$ cat config.mk
export PLATFORM = sky130hd
export DESIGN_NAME = spi_wb_master
export DESIGN_NICKNAME = d
export VERILOG_FILES = /design/src/rtl/spi_wb_master_pkg.sv /design/src/rtl/spi_wb_master_wb_cycle_timer.sv /design/src/rtl/spi_wb_master.sv
export SDC_FILE = /design/constraint.sdc
export NUM_CORES = 1
export LEC_CHECK = 0
export BUFFER_PORTS_ARGS = -buffer_cell sky130_fd_sc_hd__buf_2
export CAP_MARGIN = 20
export CORE_AREA = 3 3 94 96
export CTS_BUF_LIST = sky130_fd_sc_hd__clkbuf_16
export DETAILED_ROUTE_END_ITERATION = 7
export DIE_AREA = 0 0 97 99
export PLACE_DENSITY_LB_ADDON = 0.3
export SLEW_MARGIN = 20
export SYNTH_ARGS = -nofsm -noshare
export SYNTH_HDL_FRONTEND = slang
export SYNTH_SLANG_ARGS = --single-unit
$ cat constraint.sdc
create_clock -name clk -period 6.6 [get_ports clk]
set_input_delay 0.99 -clock clk [delete_from_list [all_inputs] [get_ports clk]]
set_output_delay 0.99 -clock clk [all_outputs]
set_load 0.02 [all_outputs]
$ cat src/rtl/spi_wb_master_pkg.sv
// Shared definitions for the SPI-to-Wishbone bridge: FSM encoding, header
// layout and bus-side constants.
package spi_wb_master_pkg;

  typedef enum logic [2:0] {
    S_IDLE    = 3'd0,
    S_HDR_HI  = 3'd1,
    S_DATA_LO = 3'd2,
    S_DATA_HI = 3'd3,
    S_WB_WAIT = 3'd4
  } state_t;

  // byte0 = {addr[6:0], rnw}, byte1 = addr[14:7]
  localparam int HDR_RNW_BIT = 0;
  localparam int HDR_LO_BITS = 7;
  localparam int HDR_ADDR_W  = 15;

  localparam int          TIMEOUT_CYCLES_DEF = 64;
  localparam logic [7:0]  TX_IDLE            = 8'h00;
  localparam logic [1:0]  SEL_ALL            = 2'b11;

endpackage

$ cat src/rtl/spi_wb_master_wb_cycle_timer.sv
// Watchdog for one Wishbone cycle: pulses o_expire once stb has been held for
// TIMEOUT_CYCLES clocks without an acknowledge.
module wb_cycle_timer #(
  parameter int TIMEOUT_CYCLES = 64
) (
  input  logic clk,
  input  logic resetn,
  input  logic i_stb,
  input  logic i_ack,
  output logic o_expire
);

  localparam int CW = $clog2(TIMEOUT_CYCLES + 1);

  logic [CW-1:0] r_cnt;

  // Counter idles at zero while stb is low, so every new stb starts fresh.
  always_ff @(posedge clk or posedge resetn) begin
    if (resetn)               r_cnt <= '0;
    else if (!i_stb || i_ack) r_cnt <= '0;
    else if (!o_expire)       r_cnt <= r_cnt + CW'(1);
  end

  assign o_expire = i_stb && !i_ack && (r_cnt == CW'(TIMEOUT_CYCLES - 1));

endmodule

$ cat src/rtl/spi_wb_master.sv
// Wishbone initiator fed by the SPI slave byte stream: 2-byte header, then
// auto-incrementing 16-bit words; read data returned as tx bytes.
module spi_wb_master
  import spi_wb_master_pkg::*;
#(
  parameter int DATA_WIDTH     = 16,
  parameter int ADDR_WIDTH     = 15,
  parameter int TIMEOUT_CYCLES = TIMEOUT_CYCLES_DEF
) (
  input  logic                  clk,
  input  logic                  resetn,
  input  logic                  frame_active,
  input  logic                  rx_valid,
  input  logic [7:0]            rx_data,
  output logic [7:0]            tx_data,
  output logic                  wb_cyc_o,
  output logic                  wb_stb_o,
  output logic                  wb_we_o,
  output logic [ADDR_WIDTH-1:0] wb_adr_o,
  output logic [DATA_WIDTH-1:0] wb_dat_o,
  output logic [1:0]            wb_sel_o,
  input  logic [DATA_WIDTH-1:0] wb_dat_i,
  input  logic                  wb_ack_i,
  output logic                  bus_error
);

  state_t                  r_state, w_state_nxt;
  logic [HDR_ADDR_W-1:0]   r_addr;
  logic                    r_rnw;
  logic [7:0]              r_lo;
  logic [DATA_WIDTH-1:0]   r_rdata;
  logic [DATA_WIDTH-1:0]   r_dat;
  logic [7:0]              r_tx;
  logic                    r_cyc, r_we, r_err, r_fa_d, r_lost;
  logic                    w_rx, w_start, w_done, w_expire, w_overrun, w_fa_rise;
  logic [DATA_WIDTH-1:0]   w_rd;

  wb_cycle_timer #(.TIMEOUT_CYCLES(TIMEOUT_CYCLES)) u_timer (
    .clk      (clk),
    .resetn   (resetn),
    .i_stb    (r_cyc),
    .i_ack    (wb_ack_i),
    .o_expire (w_expire)
  );

  assign w_rx      = rx_valid && frame_active;
  assign w_done    = r_cyc && (wb_ack_i || w_expire);
  assign w_overrun = (r_state == S_WB_WAIT) && rx_valid;
  assign w_fa_rise = frame_active && !r_fa_d;
  assign w_rd      = wb_ack_i ? wb_dat_i : '0;

  always_ff @(posedge clk or posedge resetn) begin
    if (resetn) r_state <= S_IDLE;
    else        r_state <= w_state_nxt;
  end

  always_comb begin
    w_state_nxt = r_state;
    w_start     = 1'b0;
    unique case (r_state)
      S_IDLE:    if (w_rx) w_state_nxt = S_HDR_HI;
      S_HDR_HI:
        if (!frame_active) w_state_nxt = S_IDLE;
        else if (rx_valid) begin
          w_start     = r_rnw;
          w_state_nxt = r_rnw ? S_WB_WAIT : S_DATA_LO;
        end
      S_DATA_LO:
        if (!frame_active) w_state_nxt = S_IDLE;
        else if (rx_valid) w_state_nxt = S_DATA_HI;
      S_DATA_HI:
        if (!frame_active) w_state_nxt = S_IDLE;
        else if (rx_valid) begin
          w_start     = 1'b1;
          w_state_nxt = S_WB_WAIT;
        end
      // A frame that ended mid-cycle still lets the cycle finish, then idles.
      S_WB_WAIT:
        if (w_done) w_state_nxt = (r_lost || !frame_active) ? S_IDLE : S_DATA_LO;
      default:   w_state_nxt = S_IDLE;
    endcase
  end

  always_ff @(posedge clk or posedge resetn) begin
    if (resetn) begin
      r_addr  <= '0;
      r_rnw   <= 1'b0;
      r_lo    <= '0;
      r_rdata <= '0;
      r_dat   <= '0;
      r_tx    <= TX_IDLE;
      r_cyc   <= 1'b0;
      r_we    <= 1'b0;
      r_err   <= 1'b0;
      r_fa_d  <= 1'b0;
      r_lost  <= 1'b0;
    end else begin
      r_fa_d <= frame_active;
      if (w_overrun || (w_done && w_expire)) r_err <= 1'b1;
      else if (w_fa_rise)                    r_err <= 1'b0;
      if (r_state == S_IDLE)  r_lost <= 1'b0;
      else if (!frame_active) r_lost <= 1'b1;

      unique case (r_state)
        S_IDLE: begin
          r_tx <= TX_IDLE;
          if (w_rx) begin
            r_addr <= {{(HDR_ADDR_W-HDR_LO_BITS){1'b0}}, rx_data[7:1]};
            r_rnw  <= rx_data[HDR_RNW_BIT];
          end
        end
        S_HDR_HI:  if (w_rx) r_addr[HDR_ADDR_W-1:HDR_LO_BITS] <= rx_data;
        S_DATA_LO:
          if (w_rx) begin
            if (r_rnw) r_tx <= r_rdata[15:8];
            else       r_lo <= rx_data;
          end
        S_DATA_HI: if (w_rx && !r_rnw) r_dat <= {rx_data, r_lo};
        S_WB_WAIT:
          if (w_done) begin
            r_addr <= r_addr + 1'b1;
            if (r_rnw) begin
              r_rdata <= w_rd;
              r_tx    <= w_rd[7:0];
            end
          end
        default: ;
      endcase

      if (w_start) begin
        r_cyc <= 1'b1;
        r_we  <= !r_rnw;
      end else if (w_done) begin
        r_cyc <= 1'b0;
        r_we  <= 1'b0;
      end
    end
  end

  assign wb_cyc_o  = r_cyc;
  assign wb_stb_o  = r_cyc;
  assign wb_we_o   = r_we;
  assign wb_adr_o  = ADDR_WIDTH'(r_addr);
  assign wb_dat_o  = r_dat;
  assign wb_sel_o  = r_cyc ? SEL_ALL : 2'b00;
  assign tx_data   = r_tx;
  assign bus_error = r_err;

endmodule

==> results of run 1 <==
==> critical path: stages (launching register included) <==
cell       delay (ns)
dfrtp_1          0.57
nor3b_2          0.88
o211ai_1         0.61
nand2_1          0.47
o2bb2ai_1        0.15
==> stage by stage <==
stage	power [W]	hold slack (ns)	setup WS, ns	instance area (um^2)	cells
floorplan	0.00115	0.460	3.81	3570	315
global placement	0.00133	0.464	3.75	3970	476
detailed placement	0.00135	0.469	3.72	3970	476
CTS	0.00187	0.483	3.79	4300	492
global route	0.00197	0.508	3.55	4310	493
finish	0.00186	0.480	3.78	4310	493
==> report_power, final <==
group          switching (W)  internal [W]
clock               0.000185      0.000331
combinational       0.000357      0.000259
sequential          0.000156      0.000570
==> worst max path at each step <==
stage,startpoint,to,slack (ns),depth (start not counted)
after floorplan,resetn,bus_error,3.81,1
after global placement,rx_valid,wb_dat_o[12],3.75,4
after detailed placement,frame_active,wb_dat_o[10],3.72,4
after CTS,r_state[0],wb_adr_o[12],3.79,4
after global routing,r_state[0],wb_adr_o[12],3.55,4
final,r_state[0],wb_adr_o[12],3.78,4
==> registers in the layout, summed over array words and instances, names as in the netlist, 3 cells and up <==
name	flops
r_state	3
wb_adr_o	15
u_timer.r_cnt	7
tx_data	8
wb_dat_o	16
r_rdata	8
r_lo	8
==> routing by layer <==
| metal | vias to the layer above | GRT usage [%] |
|---|---|---|
| li1 | 1324 | - |
| met3 | 11 | 5.52 |
| met4 | 0 | 5.94 |
| met1 | 1348 | 22.9 |
| met2 | 108 | 28.7 |
| met5 | - | 0 |
==> cell families (layout without fill, tap and decap cells) <==
kind of cell,after synthesis,after routing,synth area share [%]
buffers and inverters,32,105,4.18
adders and majority gates,2,2,0.702
AOI/OAI and AO/OA,74,74,16.8
muxes,43,43,13.3
DFF,71,71,49.8
xor gates and xnor gates,2,2,0.491
and+or+nand+nor,91,91,14.7
==> final cells by class <==
type / count / area, um^2 / share of cell area [%]
clock buffer: 9 / 225 / 5.22
sequential: 71 / 1780 / 41.2
multi-input combinational: 212 / 1640 / 38.1
clock inverter: 7 / 97.6 / 2.26
timing repair buffer: 75 / 387 / 8.97
inverter: 14 / 52.6 / 1.22
tap: 105 / 131 / 3.05
==> synth_stat cells, drive strengths merged, types with 2 or more instances <==
library cell / count / area share [%]
o21a: 2 / 0.42
a22oi: 5 / 1.1
mux2i: 9 / 2.5
and4: 2 / 0.49
o2bb2ai: 10 / 2.5
dfrtp: 71 / 50
o31ai: 3 / 0.63
nor2: 20 / 2.1
mux2: 34 / 11
ha: 2 / 0.70
nand4: 6 / 1.1
o211ai: 4 / 0.84
buf: 12 / 2.1
a22o: 8 / 2.0
a211oi: 6 / 1.4
a31o: 2 / 0.49
a311oi: 2 / 0.49
o21ai: 4 / 0.56
a41o: 2 / 0.56
inv: 14 / 1.5
nand3b: 3 / 0.63
clkbuf: 6 / 0.63
xor2: 2 / 0.49
and3: 4 / 0.70
a31oi: 4 / 0.70
nor3: 4 / 0.56
nor3b: 3 / 0.91
nand2: 20 / 2.1
or3b: 2 / 0.49
nand2b: 4 / 0.77
and2: 3 / 0.53
a21oi: 10 / 1.6
nand3: 10 / 1.5
nor4: 5 / 1.3
a32oi: 3 / 0.74
==> flow_summary_export.csv, run 1 <==
group,metric,value,unit
drt,drt_iter0_drc,144,
clock_tree,cts_setup_buffers,0,
synthesis,syn_inst,315,
worst_setup_path,r2r_slack,3.78,ns
timing,fin_worst_skew,0.00664,ns
clock_tree,cts_root_buf,"clkbuf_16",
worst_setup_path,startpoint_type,"flop",
worst_hold_path,hold_path_end,"wb_dat_o[3]",
final_layout,diodes,0,
synthesis,synth_top_flop_cell,"dfrtp_1",
clock_tree,clock_latency,0.33,ns
floorplan,die_h,99,um
floorplan,coreArea,8130,um^2
clock_tree,ctsHoldBuffers,0,
timing,hold_viol_final,0,
drt,dr.max_layer_used,"met4",
grt,grt_util_all_layers,17.8,%
worst_setup_path,r2r-start,"r_state[0]",
final_layout,fin_util,53.0,%
clock_tree,cts_buffers,9,
pwr,ir_worst_vdd,0.000192,V
timing,setup_viol,0,
floorplan,rows,33,
final_layout,final_nets,414,
timing,report.final.slew_viol_count,0,
drt,drcViolationCount,0,
synthesis,synth.distinct_cells,61,
grt,grt_pass1_vias,2749,
floorplan,initial_core_util,43.8,%
placement,hpwl,5.60,mm
synthesis,yosys_warnings,0,
worst_setup_path,worstSetupPathType,"reg2reg",
clock_tree,cts_resized,0,
drt,wl_met3,570,um
synthesis,syn-cell-area,3570,um^2
drt,first_pass_iters,4,
placement,place.gp.congestion,0.862,
grt,antenna_found_initial,0,
worst_setup_path,path_max_fanout,15,
drt,vias,2791,
synthesis,seq_area_frac_synth,49.8,%
timing,grt_setup_unrepaired,"no",
synthesis,syn_avg_cell_area,11.3,um^2
timing,fin_tns_setup,0,ns
timing,timing.final.crit_share,42.7,%
pwr,p_per_area,431,nW/um^2
drt,wirelength,8.20,mm
worst_hold_path,hp-start,"wb_dat_o[3]",
drt,viasPerCell,5.66,
final_layout,area_delta_synth_final,20.9,%
clock_tree,path_clk_slew,0.06,ns
worst_setup_path,worstPathRequired,6.79,ns
timing,period_minus_slack,2.82,ns
grt,grt_overflow_total,0,
synthesis,ys_seq_elements,71,
worst_hold_path,hp-class,"reg2reg",
clock_tree,clock-sinks,71,
run,cap_violations,0,
worst_setup_path,end_kind,"flop",
worst_hold_path,min_path_cells,1,
floorplan,io_pins,74,
worst_setup_path,rr_endpoint,"wb_adr_o[12]",
floorplan,die_w,97,um
clock_tree,clockBufferDepth,2,
synthesis,syn-num-nets,346,
drt,m1WireLength,3.62,mm
drt,route.met2.wl,3.89,mm
placement,numPortBuffers,73,
worst_setup_path,r2r_cells,4,
clock_tree,htree_levels,3,
run_status,status,"finished, final reports clean",
drt,drt.antenna.violating_nets,0,
pwr,total_leakage_power,2.13,nW
final_layout,final_cell_mix,"buf_2 (73), dfrtp_1 (71), mux2_2 (25), nand2_1 (20), nor2_1 (20)",
drt,drt-wirelength-per-cell,16.6,um
timing,worst_slew_pin_slew,0.974,ns
final_layout,fillers,759,
synthesis,synth_edf_count,0,
grt,grt_max_degree,72,
final_layout,final_common_cell,"buf_2",
worst_setup_path,cp_data_arrival_time,3.01,ns
grt,grt_pass1_wl,13.8,mm
final_layout,drive_gt1_share,34.0,%
floorplan,dieArea,9600,um^2
synthesis,synth-async-reset-ratio,100,%
timing,fmax,0.355,GHz
timing,relSlewSlack,34.7,%
clock_tree,cts_tree,"built",
No activity file was read; power rests on OpenSTA's default activity.
==> inputs of run 2 (changes only) <==
- clock period: 6.6 -> 2.4 ns (I/O delays scaled with it)
==> run 2 against run 1 <==
Net effect:
- critical path depth rose by 1
- first-iteration DRC count down 6.9%
- global-route usage fell by 0.36 points
- sequential power rose to 2.7 times the previous value
- setup slack lost 3.5 ns
- cell count up 1.6%
- wire length shrank 0.11%
- cell area grew 2.6%
- power rose to 2.9 times the previous value
- non-clock buffer count rose by 8
- sequential share of layout area is 1.1 points lower
- critical endpoint is now tx_data[6]
- largest cell class unchanged
==> flow_summary_export.csv, run 2 (synthesis results as in run 1) <==
group,metric,value,unit
clock_tree,cts_setup_buffers,0,
pwr,ir_worst_vdd,0.000639,V
clock_tree,cts_tree,"built",
worst_setup_path,r2r_slack,0.30,ns
worst_setup_path,worstSetupPathType,"reg2reg",
clock_tree,htree_levels,3,
grt,grt_max_degree,43,
pwr,total_leakage_power,2.20,nW
timing,fin_tns_setup,0,ns
floorplan,die_h,99,um
worst_hold_path,hp-class,"in2async",
timing,timing.final.crit_share,87.4,%
grt,grt_pass1_wl,13.7,mm
worst_setup_path,end_kind,"flop",
drt,drcViolationCount,0,
timing,relSlewSlack,56.6,%
floorplan,io_pins,74,
run_status,status,"finished, final reports clean",
grt,grt_util_all_layers,17.4,%
clock_tree,clockBufferDepth,2,
final_layout,largest_reg_flops,16,
placement,place.gp.congestion,0.889,
floorplan,die_w,97,um
floorplan,initial_core_util,43.8,%
worst_setup_path,path_max_fanout,8,
drt,first_pass_iters,4,
timing,setup_viol,0,
grt,grt_pass1_vias,2723,
worst_setup_path,rr_endpoint,"tx_data[6]",
final_layout,diodes,0,
worst_setup_path,r2r-start,"u_timer.r_cnt[0]",
floorplan,coreArea,8130,um^2
drt,vias,2816,
timing,period_minus_slack,2.10,ns
drt,drt_iter0_drc,134,
timing,hold_viol_final,0,
pwr,total_power,0.00536,W
drt,wirelength,8.19,mm
timing,fin_hold_ws,0.125,ns
grt,antenna_found_initial,0,
timing,report.final.slew_viol_count,0,
timing,grt_setup_unrepaired,"no",
final_layout,area_delta_synth_final,24.1,%
final_layout,final_common_cell,"buf_2",
final_layout,final_nets,422,
pwr,p_per_area,1210,nW/um^2
drt,drt-wirelength-per-cell,16.3,um
worst_setup_path,worstPathRequired,2.61,ns
clock_tree,clock_latency,0.32,ns
clock_tree,cts_buffers,9,
timing,fmax,0.477,GHz
worst_setup_path,startpoint_type,"flop",
drt,viasPerCell,5.62,
final_layout,final_cell_mix,"buf_2 (73), dfrtp_1 (71), mux2_2 (25), nand2_1 (20), nor2_1 (20)",
worst_setup_path,r2r_cells,5,
placement,hpwl,5.82,mm
clock_tree,ctsHoldBuffers,0,
timing,worst_slew_pin_slew,0.650,ns
grt,grt_overflow_total,0,
timing,fin_worst_skew,0.00540,ns
placement,numPortBuffers,73,
floorplan,dieArea,9600,um^2
worst_setup_path,cp_data_arrival_time,2.30,ns
floorplan,rows,33,
run,cap_violations,0,
clock_tree,clock-sinks,71,
clock_tree,cts_root_buf,"clkbuf_16",
drt,drt.antenna.violating_nets,0,
clock_tree,cts_resized,0,
final_layout,drive_gt1_share,35.4,%
clock_tree,path_clk_slew,0.06,ns
[run 2: cell types whose count changed in the layout (fill, tap and decap cells not counted), sizes merged]
cell / delta
buf: +9
bufinv: +2
clkinvlp: -1
clkbuf: -1
clkinv: -1
[run 2: report_power, final]
| group | internal [W] | switching, W |
|---|---|---|
| Combinational | 0.000750 | 0.000998 |
| Sequential | 0.00157 | 0.000405 |
| Clock | 0.00112 | 0.000515 |
[run 2: worst max-delay path by stage]
stage                      from          to  cells past startpoint
3_3_place_gp   u_timer.r_cnt[0]  tx_data[0]                      5
2_1_floorplan            resetn   bus_error                      1
5_1_grt        u_timer.r_cnt[0]  tx_data[3]                      5
4_1_cts        u_timer.r_cnt[0]  tx_data[6]                      5
6_report       u_timer.r_cnt[0]  tx_data[6]                      5
3_5_place_dp   u_timer.r_cnt[0]  tx_data[3]                      5
[run 2: through the flow]
stage | util, % | instance area [um^2] | cells | setup slack (ns)
after global routing | 54.4 | 4420 | 501 | 0.148
after floorplan | - | 3570 | 315 | 0.243
after detailed placement | 49.8 | 4050 | 485 | 0.303
after CTS | 54.4 | 4420 | 501 | 0.295
after global placement | 49.8 | 4050 | 485 | 0.363
final | 54.4 | 4420 | 501 | 0.302
[run 2: layout make-up]
| class | instances | area, um^2 |
|---|---|---|
| flip-flops and latches | 71 | 1780 |
| repair buffers | 83 | 453 |
| fillers | 722 | 3710 |
| well taps | 105 | 131 |
| clock buffers | 9 | 225 |
| clock inverters | 7 | 145 |
| inverters | 14 | 52.6 |
| multi-input cells | 212 | 1640 |
[run 2: critical path: stages (launching register included)]
cell      delay, ns
dfrtp_1        0.40
ha_1           0.25
and4_1         0.28
nand4_1        0.16
a221oi_4       0.49
mux2_2         0.39
[run 2: routing by layer]
layer | routed length, um | vias to the layer above | track usage, %
li1 | - | 1331 | -
met1 | 3610 | 1373 | 23.5
met2 | 4020 | 107 | 28.2
met3 | 517 | 5 | 4.67
met4 | 48 | 0 | 4.10
met5 | 0 | - | 0
